## config.mk

```make
export PLATFORM = sky130hd
export DESIGN_NAME = eth_tx_frame_arbiter_flat
export DESIGN_NICKNAME = d
export VERILOG_FILES = /design/src/rtl/eth_tx_frame_arbiter_if.sv /design/src/rtl/eth_tx_frame_arbiter.sv /design/src/flat_wrapper.sv
export SDC_FILE = /design/constraint.sdc
export NUM_CORES = 1
export LEC_CHECK = 0
export ABC_AREA = 1
export CORE_MARGIN = 2
export CORE_UTILIZATION = 44
export DETAILED_ROUTE_END_ITERATION = 6
export GPL_TIMING_DRIVEN = 0
export PLACE_DENSITY = 0.88
export SETUP_SLACK_MARGIN = 0.02
export SYNTH_ARGS = -nofsm -noshare
export SYNTH_HDL_FRONTEND = slang
export SYNTH_SLANG_ARGS = --single-unit
```

## constraint.sdc

```tcl
create_clock -name i_clk -period 4.4 [get_ports i_clk]
set_input_delay 0.66 -clock i_clk [delete_from_list [all_inputs] [get_ports i_clk]]
set_output_delay 0.66 -clock i_clk [all_outputs]
set_load 0.02 [all_outputs]
```

## src/rtl/eth_tx_frame_arbiter_if.sv

```systemverilog
// AXI-Stream bundle between NUM_PORTS frame sources and the single TX MAC port.
// The arbiter attaches through the slave modport. The source/MAC side
// (a bench or the surrounding top) attaches through the master modport.
interface eth_tx_frame_arbiter_if #(
  parameter int DATA_WIDTH = 32,
  parameter int KEEP_WIDTH = DATA_WIDTH / 8,
  parameter int NUM_PORTS  = 4
);
  logic [NUM_PORTS*DATA_WIDTH-1:0] s_axis_tdata;
  logic [NUM_PORTS*KEEP_WIDTH-1:0] s_axis_tkeep;
  logic [NUM_PORTS-1:0]            s_axis_tvalid;
  logic [NUM_PORTS-1:0]            s_axis_tlast;
  logic [NUM_PORTS-1:0]            s_axis_trdy;
  logic [DATA_WIDTH-1:0]           m_axis_tdata;
  logic [KEEP_WIDTH-1:0]           m_axis_tkeep;
  logic                            m_axis_tvalid;
  logic                            m_axis_tlast;
  logic                            m_axis_trdy;

  modport master (
    output s_axis_tdata, s_axis_tkeep, s_axis_tvalid, s_axis_tlast, m_axis_trdy,
    input  s_axis_trdy, m_axis_tdata, m_axis_tkeep, m_axis_tvalid, m_axis_tlast
  );

  modport slave (
    input  s_axis_tdata, s_axis_tkeep, s_axis_tvalid, s_axis_tlast, m_axis_trdy,
    output s_axis_trdy, m_axis_tdata, m_axis_tkeep, m_axis_tvalid, m_axis_tlast
  );
endinterface

```

## src/rtl/eth_tx_frame_arbiter.sv

```systemverilog
// Frame-level round-robin arbiter in front of the 10G TX MAC stream port.
// Holds a grant from first beat to the tlast handshake, so frames never
// interleave, and keeps a wrapping completed-frame counter per source.
module eth_tx_frame_arbiter #(
  parameter int DATA_WIDTH = 32,
  parameter int KEEP_WIDTH = DATA_WIDTH / 8,
  parameter int NUM_PORTS  = 4,
  parameter int CNT_WIDTH  = 16
) (
  input  logic                           i_clk,
  input  logic                           i_reset,
  eth_tx_frame_arbiter_if.slave          axis,
  output logic [NUM_PORTS-1:0]           o_grant,
  output logic                           o_busy,
  output logic [NUM_PORTS*CNT_WIDTH-1:0] o_frame_cnt
);

  localparam int IDX_W = $clog2(NUM_PORTS);

  typedef enum logic [0:0] {
    IDLE = 1'b0,
    XFER = 1'b1
  } state_t;

  state_t               state_q, state_d;
  logic [IDX_W-1:0]     rr_ptr_q, rr_ptr_d;
  logic [IDX_W-1:0]     grant_idx_q, grant_idx_d;
  logic [CNT_WIDTH-1:0] cnt_q [NUM_PORTS];
  logic [CNT_WIDTH-1:0] cnt_d [NUM_PORTS];

  logic [IDX_W-1:0]     cand_s;
  logic [IDX_W-1:0]     win_idx_s;
  logic                 win_found_s;
  logic                 last_hs_s;

  // Round-robin search: first requesting port at or after rr_ptr, wrapping.
  always_comb begin
    cand_s      = {IDX_W{1'b0}};
    win_idx_s   = {IDX_W{1'b0}};
    win_found_s = 1'b0;
    for (int i = 0; i < NUM_PORTS; i++) begin
      cand_s = IDX_W'((int'(rr_ptr_q) + i) % NUM_PORTS);
      if (!win_found_s && axis.s_axis_tvalid[cand_s]) begin
        win_idx_s   = cand_s;
        win_found_s = 1'b1;
      end else begin
        win_found_s = win_found_s;
      end
    end
  end

  // Next-state logic plus the combinational datapath mux of the granted port.
  always_comb begin
    state_d            = state_q;
    rr_ptr_d           = rr_ptr_q;
    grant_idx_d        = grant_idx_q;
    cnt_d              = cnt_q;
    last_hs_s          = 1'b0;
    o_grant            = {NUM_PORTS{1'b0}};
    o_busy             = 1'b0;
    axis.s_axis_trdy   = {NUM_PORTS{1'b0}};
    axis.m_axis_tdata  = {DATA_WIDTH{1'b0}};
    axis.m_axis_tkeep  = {KEEP_WIDTH{1'b0}};
    axis.m_axis_tvalid = 1'b0;
    axis.m_axis_tlast  = 1'b0;

    case (state_q)
      IDLE: begin
        if (win_found_s) begin
          grant_idx_d = win_idx_s;
          state_d     = XFER;
        end else begin
          state_d = IDLE;
        end
      end
      XFER: begin
        o_busy                        = 1'b1;
        o_grant[grant_idx_q]          = 1'b1;
        axis.m_axis_tdata             = axis.s_axis_tdata[grant_idx_q*DATA_WIDTH +: DATA_WIDTH];
        axis.m_axis_tkeep             = axis.s_axis_tkeep[grant_idx_q*KEEP_WIDTH +: KEEP_WIDTH];
        axis.m_axis_tvalid            = axis.s_axis_tvalid[grant_idx_q];
        axis.m_axis_tlast             = axis.s_axis_tlast[grant_idx_q];
        axis.s_axis_trdy[grant_idx_q] = axis.m_axis_trdy;
        last_hs_s = axis.s_axis_tvalid[grant_idx_q] & axis.s_axis_tlast[grant_idx_q]
                    & axis.m_axis_trdy;
        if (last_hs_s) begin
          state_d = IDLE;
          if (grant_idx_q == IDX_W'(NUM_PORTS - 1)) begin
            rr_ptr_d = {IDX_W{1'b0}};
          end else begin
            rr_ptr_d = grant_idx_q + IDX_W'(1);
          end
          cnt_d[grant_idx_q] = cnt_q[grant_idx_q] + CNT_WIDTH'(1);
        end else begin
          state_d = XFER;
        end
      end
      default: begin
        state_d = IDLE;
      end
    endcase
  end

  // Flatten the per-port counters onto the status bus.
  always_comb begin
    o_frame_cnt = {(NUM_PORTS*CNT_WIDTH){1'b0}};
    for (int p = 0; p < NUM_PORTS; p++) begin
      o_frame_cnt[p*CNT_WIDTH +: CNT_WIDTH] = cnt_q[p];
    end
  end

  // State, pointer and counter registers; reset drops any frame in flight.
  always_ff @(posedge i_clk or posedge i_reset) begin
    if (i_reset) begin
      state_q     <= IDLE;
      rr_ptr_q    <= {IDX_W{1'b0}};
      grant_idx_q <= {IDX_W{1'b0}};
      for (int p = 0; p < NUM_PORTS; p++) begin
        cnt_q[p] <= {CNT_WIDTH{1'b0}};
      end
    end else begin
      state_q     <= state_d;
      rr_ptr_q    <= rr_ptr_d;
      grant_idx_q <= grant_idx_d;
      for (int p = 0; p < NUM_PORTS; p++) begin
        cnt_q[p] <= cnt_d[p];
      end
    end
  end

endmodule

```

## src/flat_wrapper.sv

```systemverilog
// flat-port wrapper written by rule: the top's interface ports become plain ports
module eth_tx_frame_arbiter_flat 
#(
  parameter int DATA_WIDTH = 32,
  parameter int KEEP_WIDTH = DATA_WIDTH / 8,
  parameter int NUM_PORTS  = 4,
  parameter int CNT_WIDTH  = 16
)
  (i_clk, i_reset, o_grant, o_busy, o_frame_cnt, axis_s_axis_tdata, axis_s_axis_tkeep, axis_s_axis_tvalid, axis_s_axis_tlast, axis_m_axis_trdy, axis_s_axis_trdy, axis_m_axis_tdata, axis_m_axis_tkeep, axis_m_axis_tvalid, axis_m_axis_tlast);
  eth_tx_frame_arbiter_if #(.DATA_WIDTH(DATA_WIDTH), .KEEP_WIDTH(KEEP_WIDTH), .NUM_PORTS(NUM_PORTS)) axis_i ();
  input  logic i_clk;
  input  logic i_reset;
  output logic [NUM_PORTS-1:0] o_grant;
  output logic o_busy;
  output logic [NUM_PORTS*CNT_WIDTH-1:0] o_frame_cnt;
  input wire logic [$bits(axis_i.s_axis_tdata)-1:0] axis_s_axis_tdata;
  input wire logic [$bits(axis_i.s_axis_tkeep)-1:0] axis_s_axis_tkeep;
  input wire logic [$bits(axis_i.s_axis_tvalid)-1:0] axis_s_axis_tvalid;
  input wire logic [$bits(axis_i.s_axis_tlast)-1:0] axis_s_axis_tlast;
  input wire logic [$bits(axis_i.m_axis_trdy)-1:0] axis_m_axis_trdy;
  output wire logic [$bits(axis_i.s_axis_trdy)-1:0] axis_s_axis_trdy;
  output wire logic [$bits(axis_i.m_axis_tdata)-1:0] axis_m_axis_tdata;
  output wire logic [$bits(axis_i.m_axis_tkeep)-1:0] axis_m_axis_tkeep;
  output wire logic [$bits(axis_i.m_axis_tvalid)-1:0] axis_m_axis_tvalid;
  output wire logic [$bits(axis_i.m_axis_tlast)-1:0] axis_m_axis_tlast;
  assign axis_i.s_axis_tdata = axis_s_axis_tdata;
  assign axis_i.s_axis_tkeep = axis_s_axis_tkeep;
  assign axis_i.s_axis_tvalid = axis_s_axis_tvalid;
  assign axis_i.s_axis_tlast = axis_s_axis_tlast;
  assign axis_i.m_axis_trdy = axis_m_axis_trdy;
  assign axis_s_axis_trdy = axis_i.s_axis_trdy;
  assign axis_m_axis_tdata = axis_i.m_axis_tdata;
  assign axis_m_axis_tkeep = axis_i.m_axis_tkeep;
  assign axis_m_axis_tvalid = axis_i.m_axis_tvalid;
  assign axis_m_axis_tlast = axis_i.m_axis_tlast;
  eth_tx_frame_arbiter #(.DATA_WIDTH(DATA_WIDTH), .KEEP_WIDTH(KEEP_WIDTH), .NUM_PORTS(NUM_PORTS), .CNT_WIDTH(CNT_WIDTH)) u_core (.i_clk(i_clk), .i_reset(i_reset), .axis(axis_i), .o_grant(o_grant), .o_busy(o_busy), .o_frame_cnt(o_frame_cnt));
endmodule
```

==> reports/metrics.yaml, run 1 <==
run_status:
  status: "complete, no violations"
worst_setup_path:
  end_kind: "output port"
  cp_max_fo: 11
  required_ns: 3.74
  reg2reg_depth: 12
  setup.worst_path.class: "register to output port"
  worstPathArrival_ns: 3.09
  setup.worst_path.start_class: "register"
clocking:
  insertion_delay_ns: 0.34
  post-cts-setup-buffer-count: 0
  htree_levels: 3
  clockRootBuffer: "clkbuf_16"
  cts_resized: 0
  cts.sinks: 69
  cts_tree: "done"
  clk_pin_slew_worst_paths_ns: 0.05
  ctsHoldBuffers: 0
  cts_buffer_depth: 2
  cts_buffers: 9
floorplan:
  chipWidth_um: 112
  ioPinCount: 266
  die_height_um: 112
  die-area_um2: 12600
  design.core.area_um2: 11400
  start_util_pct: 45.3
  rows: 39
synth:
  synth_area_um2: 5170
  synth_seq_cells: 69
  synth_nets: 999
  ys_seq_area_share_pct: 33.4
  ys_types: 30
  synth_area_per_cell_um2: 6.16
  synth_warnings: 0
  synth_cells: 839
sta:
  relSlewSlack_pct: 44.3
  tns_ns: 0
  fin_worst_skew_ns: 0.00369
  whs_ns: 0.509
  tightest_slew_ns: 0.835
  setup_viol: 0
  fmax_mhz: 267
  timing_hold_violations_final: 0
  rsz0062_at_grt: "no"
  period_minus_slack_ns: 3.75
  fin_ws_ns: 0.655
  finalCritPeriodShare_pct: 85.1
  slew_viol_final: 0
power_and_ir_drop:
  powerDensity_nw_per_um2: 749
  finalPower_mw: 6.25
  ir_drop_mv: 0.438
  leakagePower_nw: 3.77
finish:
  syn_to_final_growth_pct: 61.5
  layout-drive-gt1-share_pct: 6.52
  final_core_util_pct: 73.1
  finalInstanceArea_um2: 8350
  nNetsFinal: 1275
  final_cells: 1264
placed_design:
  placedCellCount: 1247
  dp_slack_ns: 0.966
  numPortBuffers: 265
  dpl_cell_area_um2: 8000
  hpwlAfterDp_mm: 16.5
  gp_congestion: 0.967
run:
  drv_cap: 0
global_routing:
  antenna_found_initial: 1
  grt_pass1_wl_mm: 33.6
  grt_max_degree: 70
  track_usage_pct: 33.5
  grt_pass1_vias: 6469
  grt_overflow: 0
drt:
  num_vias: 6742
  wirelength_mm: 21.6
  vias_per_cell: 5.33
  drc: 0
  postRouteAntennaNets: 0
  wl_per_cell_um: 17.1
  firstDrtPassIters: 5
  drtIter0Drc: 593
min_path:
  hold_class: "register to register"
  hold_depth: 2
layer usage:
metal / wire (µm) / track usage (%) / vias up / part of all wire (%)
li1: - / - / 3231 / -
met1: 8280 / 40.2 / 3077 / 38
met2: 10700 / 59.2 / 364 / 49
met3: 1770 / 6.32 / 70 / 8.2
met4: 869 / 13.6 / 0 / 4.0
met5: 0 / 0 / - / 0
critical path: stages, from the launching register on:
cell	delay [ns]
dfrtp_1	0.41
buf_6	0.16
inv_2	0.07
buf_2	0.23
buf_2	0.28
buf_1	0.48
ha_1	0.25
nand2_1	0.14
nor2_1	0.12
clkdlybuf4s50_1	0.61
placed cells by master, fill, tap and decap left out, types with 2 or more instances in the layout:
| cell type | instances |
|---|---|
| a21oi_1 | 40 |
| a31oi_1 | 2 |
| buf_1 | 4 |
| buf_2 | 19 |
| buf_4 | 6 |
| buf_6 | 4 |
| bufinv_16 | 3 |
| clkbuf_1 | 17 |
| clkbuf_16 | 9 |
| clkdlybuf4s50_1 | 265 |
| dfrtp_1 | 69 |
| ha_1 | 5 |
| inv_1 | 36 |
| inv_2 | 7 |
| nand2_1 | 259 |
| nand2_2 | 8 |
| nand3_1 | 56 |
| nand3b_1 | 2 |
| nor2_1 | 172 |
| nor2_2 | 3 |
| nor2_4 | 7 |
| o21ai_0 | 111 |
| xor2_1 | 3 |
registers in the layout (all words and copies together) (netlist names):
name                cells
u_core.grant_idx_q      2
u_core.rr_ptr_q         2
u_core.state_q          1
u_core.o_frame_cnt     64
kinds of logic after synthesis:
kind of cell / Yosys count / share of synthesized area, %
adders and majority gates: 5 / 1.21
xor gates and xnor gates: 4 / 0.823
AOI/OAI and AO/OA: 158 / 15.7
buffers and inverters: 92 / 8.16
and+or+nand+nor: 511 / 40.7
DFF: 69 / 33.4
power by group:
part / total [mW] / switching [mW] / internal (mW)
sequential: 1.11 / 0.227 / 0.880
combinational: 4.30 / 2.60 / 1.70
clock: 0.837 / 0.269 / 0.568
total: 6.25 / 3.10 / 3.15
final cells by class:
type | count | area [µm²]
Fill cell | 954 | 3070
Multi-Input combinational cell | 678 | 3020
Timing Repair Buffer | 265 | 2650
Sequential cell | 69 | 1730
Buffer | 48 | 256
Clock buffer | 12 | 246
Tap cell | 143 | 179
Inverter | 44 | 168
Clock inverter | 4 | 95.1
Antenna cell | 1 | 2.50
Yosys cell counts:
master      n  area (µm²)
o21ai_1     1        5.00
nand2_4     1        11.3
dfrtp_1    69        1730
xor2_1      3        26.3
o21ai_0   111         556
inv_1      37         139
nand3_1    56         280
a32oi_2     1        16.3
a21oi_1    40         200
buf_1       4        15.0
nand3_4     1        17.5
nor2_2      3        18.8
buf_4       6        45.0
buf_6       4        45.0
nand4_1     1        6.26
nor2_1    172         646
xor2_2      1        16.3
ha_1        5        62.6
nand2_2     8        50.1
clkbuf_1   15        56.3
inv_2       7        26.3
nand2_1   259         972
buf_2      19        95.1
o211ai_1    1        7.51
a31oi_1     2        12.5
o21bai_1    1        7.51
nand3b_1    2        15.0
nor2_4      7        78.8
nor3_1      1        5.00
a32oi_1     1        8.76
final timing paths:
kind / startpoint / to / slack (ns)
min in group asynchronous: i_reset / u_core.o_frame_cnt[41]$_DFFE_PP0P_ / 0.85
max in group asynchronous: i_reset / u_core.o_frame_cnt[25]$_DFFE_PP0P_ / 3.00
worst min-delay path: u_core.o_frame_cnt[57]$_DFFE_PP0P_ / u_core.o_frame_cnt[57]$_DFFE_PP0P_ / 0.51
worst min register to register: u_core.o_frame_cnt[57]$_DFFE_PP0P_ / u_core.o_frame_cnt[57]$_DFFE_PP0P_ / 0.51
worst max-delay path: u_core.grant_idx_q[1]$_DFFE_PP0P_ / axis_s_axis_trdy[0] / 0.65
worst max register to register: u_core.grant_idx_q[1]$_DFFE_PP0P_ / u_core.o_frame_cnt[8]$_DFFE_PP0P_ / 1.55
No activity file was read; power rests on OpenSTA's default activity.
==> inputs of run 2 (changes only) <==
--- a/config.mk
+++ b/config.mk
@@ -9,9 +9,9 @@
 export CORE_MARGIN = 2
 export CORE_UTILIZATION = 44
 export DETAILED_ROUTE_END_ITERATION = 6
-export GPL_TIMING_DRIVEN = 0
 export PLACE_DENSITY = 0.88
 export SETUP_SLACK_MARGIN = 0.02
 export SYNTH_ARGS = -nofsm -noshare
 export SYNTH_HDL_FRONTEND = slang
 export SYNTH_SLANG_ARGS = --single-unit
+export TNS_END_PERCENT = 5
==> run 2 against run 1 <==
Against the previous run: critical endpoint is now axis_m_axis_tkeep[3]; register-to-register slack worse by 0.23 ns; final cell count down 3.0%; non-clock buffer count is 38 lower; sequential power about the same.
==> reports/metrics.yaml, run 2 (synthesis gave the netlist of run 1 again) <==
clocking:
  cts.sinks: 69
  ctsHoldBuffers: 0
  clockRootBuffer: "clkbuf_16"
  cts_buffers: 9
  clk_pin_slew_worst_paths_ns: 0.06
  htree_levels: 3
  insertion_delay_ns: 0.34
  cts_tree: "done"
  cts_buffer_depth: 2
  cts_resized: 0
  post-cts-setup-buffer-count: 0
sta:
  setup_viol: 0
  fin_ws_ns: 0.866
  fmax_mhz: 283
  slew_viol_final: 0
  tns_ns: 0
  timing_hold_violations_final: 0
  relSlewSlack_pct: 23.1
  finalCritPeriodShare_pct: 80.3
  fin_worst_skew_ns: 0.00442
  whs_ns: 0.506
  rsz0062_at_grt: "no"
  period_minus_slack_ns: 3.53
  tightest_slew_ns: 1.15
worst_setup_path:
  setup.worst_path.class: "register to output port"
  reg2reg_depth: 13
  worstPathArrival_ns: 2.87
  required_ns: 3.74
  reg2reg_slack_ns: 1.32
  r2r-start: "u_core.grant_idx_q[0]$_DFFE_PP0P_"
  cp_max_fo: 64
  reg2reg_to: "u_core.o_frame_cnt[63]$_DFFE_PP0P_"
  end_kind: "output port"
  setup.worst_path.start_class: "register"
floorplan:
  die_height_um: 112
  chipWidth_um: 112
  ioPinCount: 266
  start_util_pct: 45.3
  design.core.area_um2: 11400
  rows: 39
  die-area_um2: 12600
drt:
  postRouteAntennaNets: 0
  vias_per_cell: 5.35
  drc: 0
  wl_per_cell_um: 16.9
  wirelength_mm: 20.7
  drtIter0Drc: 707
  top_layer: "met4"
  route.met3.wl_mm: 1.61
  firstDrtPassIters: 5
  num_vias: 6561
  route.met2.wl_mm: 10.7
  wl_met1_mm: 7.71
finish:
  nNetsFinal: 1237
  finalInstanceArea_um2: 8140
  final_cells: 1226
  largest_reg_flops: 64
  layout-drive-gt1-share_pct: 5.36
  layout_commonest_cell: "clkdlybuf4s50_1"
  layout_common_cells: "clkdlybuf4s50_1, nand2_1, nor2_1"
  final_core_util_pct: 71.3
  syn_to_final_growth_pct: 57.5
min_path:
  hold_depth: 2
  whs_endpoint: "u_core.o_frame_cnt[30]$_DFFE_PP0P_"
  hp-start: "u_core.o_frame_cnt[30]$_DFFE_PP0P_"
  hold_class: "register to register"
global_routing:
  track_usage_pct: 31.6
  grt_overflow: 0
  grt_max_degree: 65
  antenna_found_initial: 1
  grt_pass1_wl_mm: 32.0
  grt_pass1_vias: 6186
power_and_ir_drop:
  powerDensity_nw_per_um2: 736
  leakagePower_nw: 3.65
  finalPower_mw: 5.99
  ir_drop_mv: 0.527
placed_design:
  gp_congestion: 0.952
  numPortBuffers: 265
  dp_slack_ns: 1.21
  placedCellCount: 1209
  hpwlAfterDp_mm: 14.9
  dpl_cell_area_um2: 7820
run:
  drv_cap: 0
run_status:
  status: "complete, no violations"
run 2: how the worst max path moves through the flow:
stage | startpoint | end | cells after the start
after CTS | u_core.grant_idx_q[0]$_DFFE_PP0P_ | axis_m_axis_tkeep[3] | 4
final | u_core.grant_idx_q[0]$_DFFE_PP0P_ | axis_m_axis_tkeep[3] | 4
after floorplan | u_core.grant_idx_q[1]$_DFFE_PP0P_ | axis_s_axis_trdy[0] | 8
after global routing | u_core.grant_idx_q[0]$_DFFE_PP0P_ | axis_m_axis_tkeep[3] | 4
after global placement | u_core.grant_idx_q[0]$_DFFE_PP0P_ | axis_m_axis_tkeep[3] | 4
after detailed placement | u_core.grant_idx_q[0]$_DFFE_PP0P_ | axis_m_axis_tkeep[3] | 4
run 2: layer usage:
layer	GRT usage, %	vias up
li1	-	3148
met4	13.0	0
met3	5.29	49
met5	0	-
met2	56.9	348
met1	37.5	3016
run 2: power breakdown:
part,internal [mW],switching (mW),total [mW]
registers,0.884,0.228,1.11
logic,1.62,2.50,4.12
clock network,0.492,0.274,0.766
total,2.99,3.00,5.99
run 2: critical path: stages (launching register included):
cell             delay (ns)
dfrtp_4                0.53
inv_2                  0.66
o21ai_0                0.21
a21oi_1                0.39
clkdlybuf4s50_1        0.71
run 2: area by class of cell:
| cell class | instances | area [µm²] |
|---|---|---|
| clock buffer | 9 | 225 |
| inverter | 44 | 165 |
| tap | 143 | 179 |
| fill | 957 | 3280 |
| clock inverter | 7 | 90.1 |
| antenna | 1 | 2.50 |
| timing repair buffer | 275 | 2730 |
| multi-input combinational | 678 | 3020 |
| sequential | 69 | 1730 |
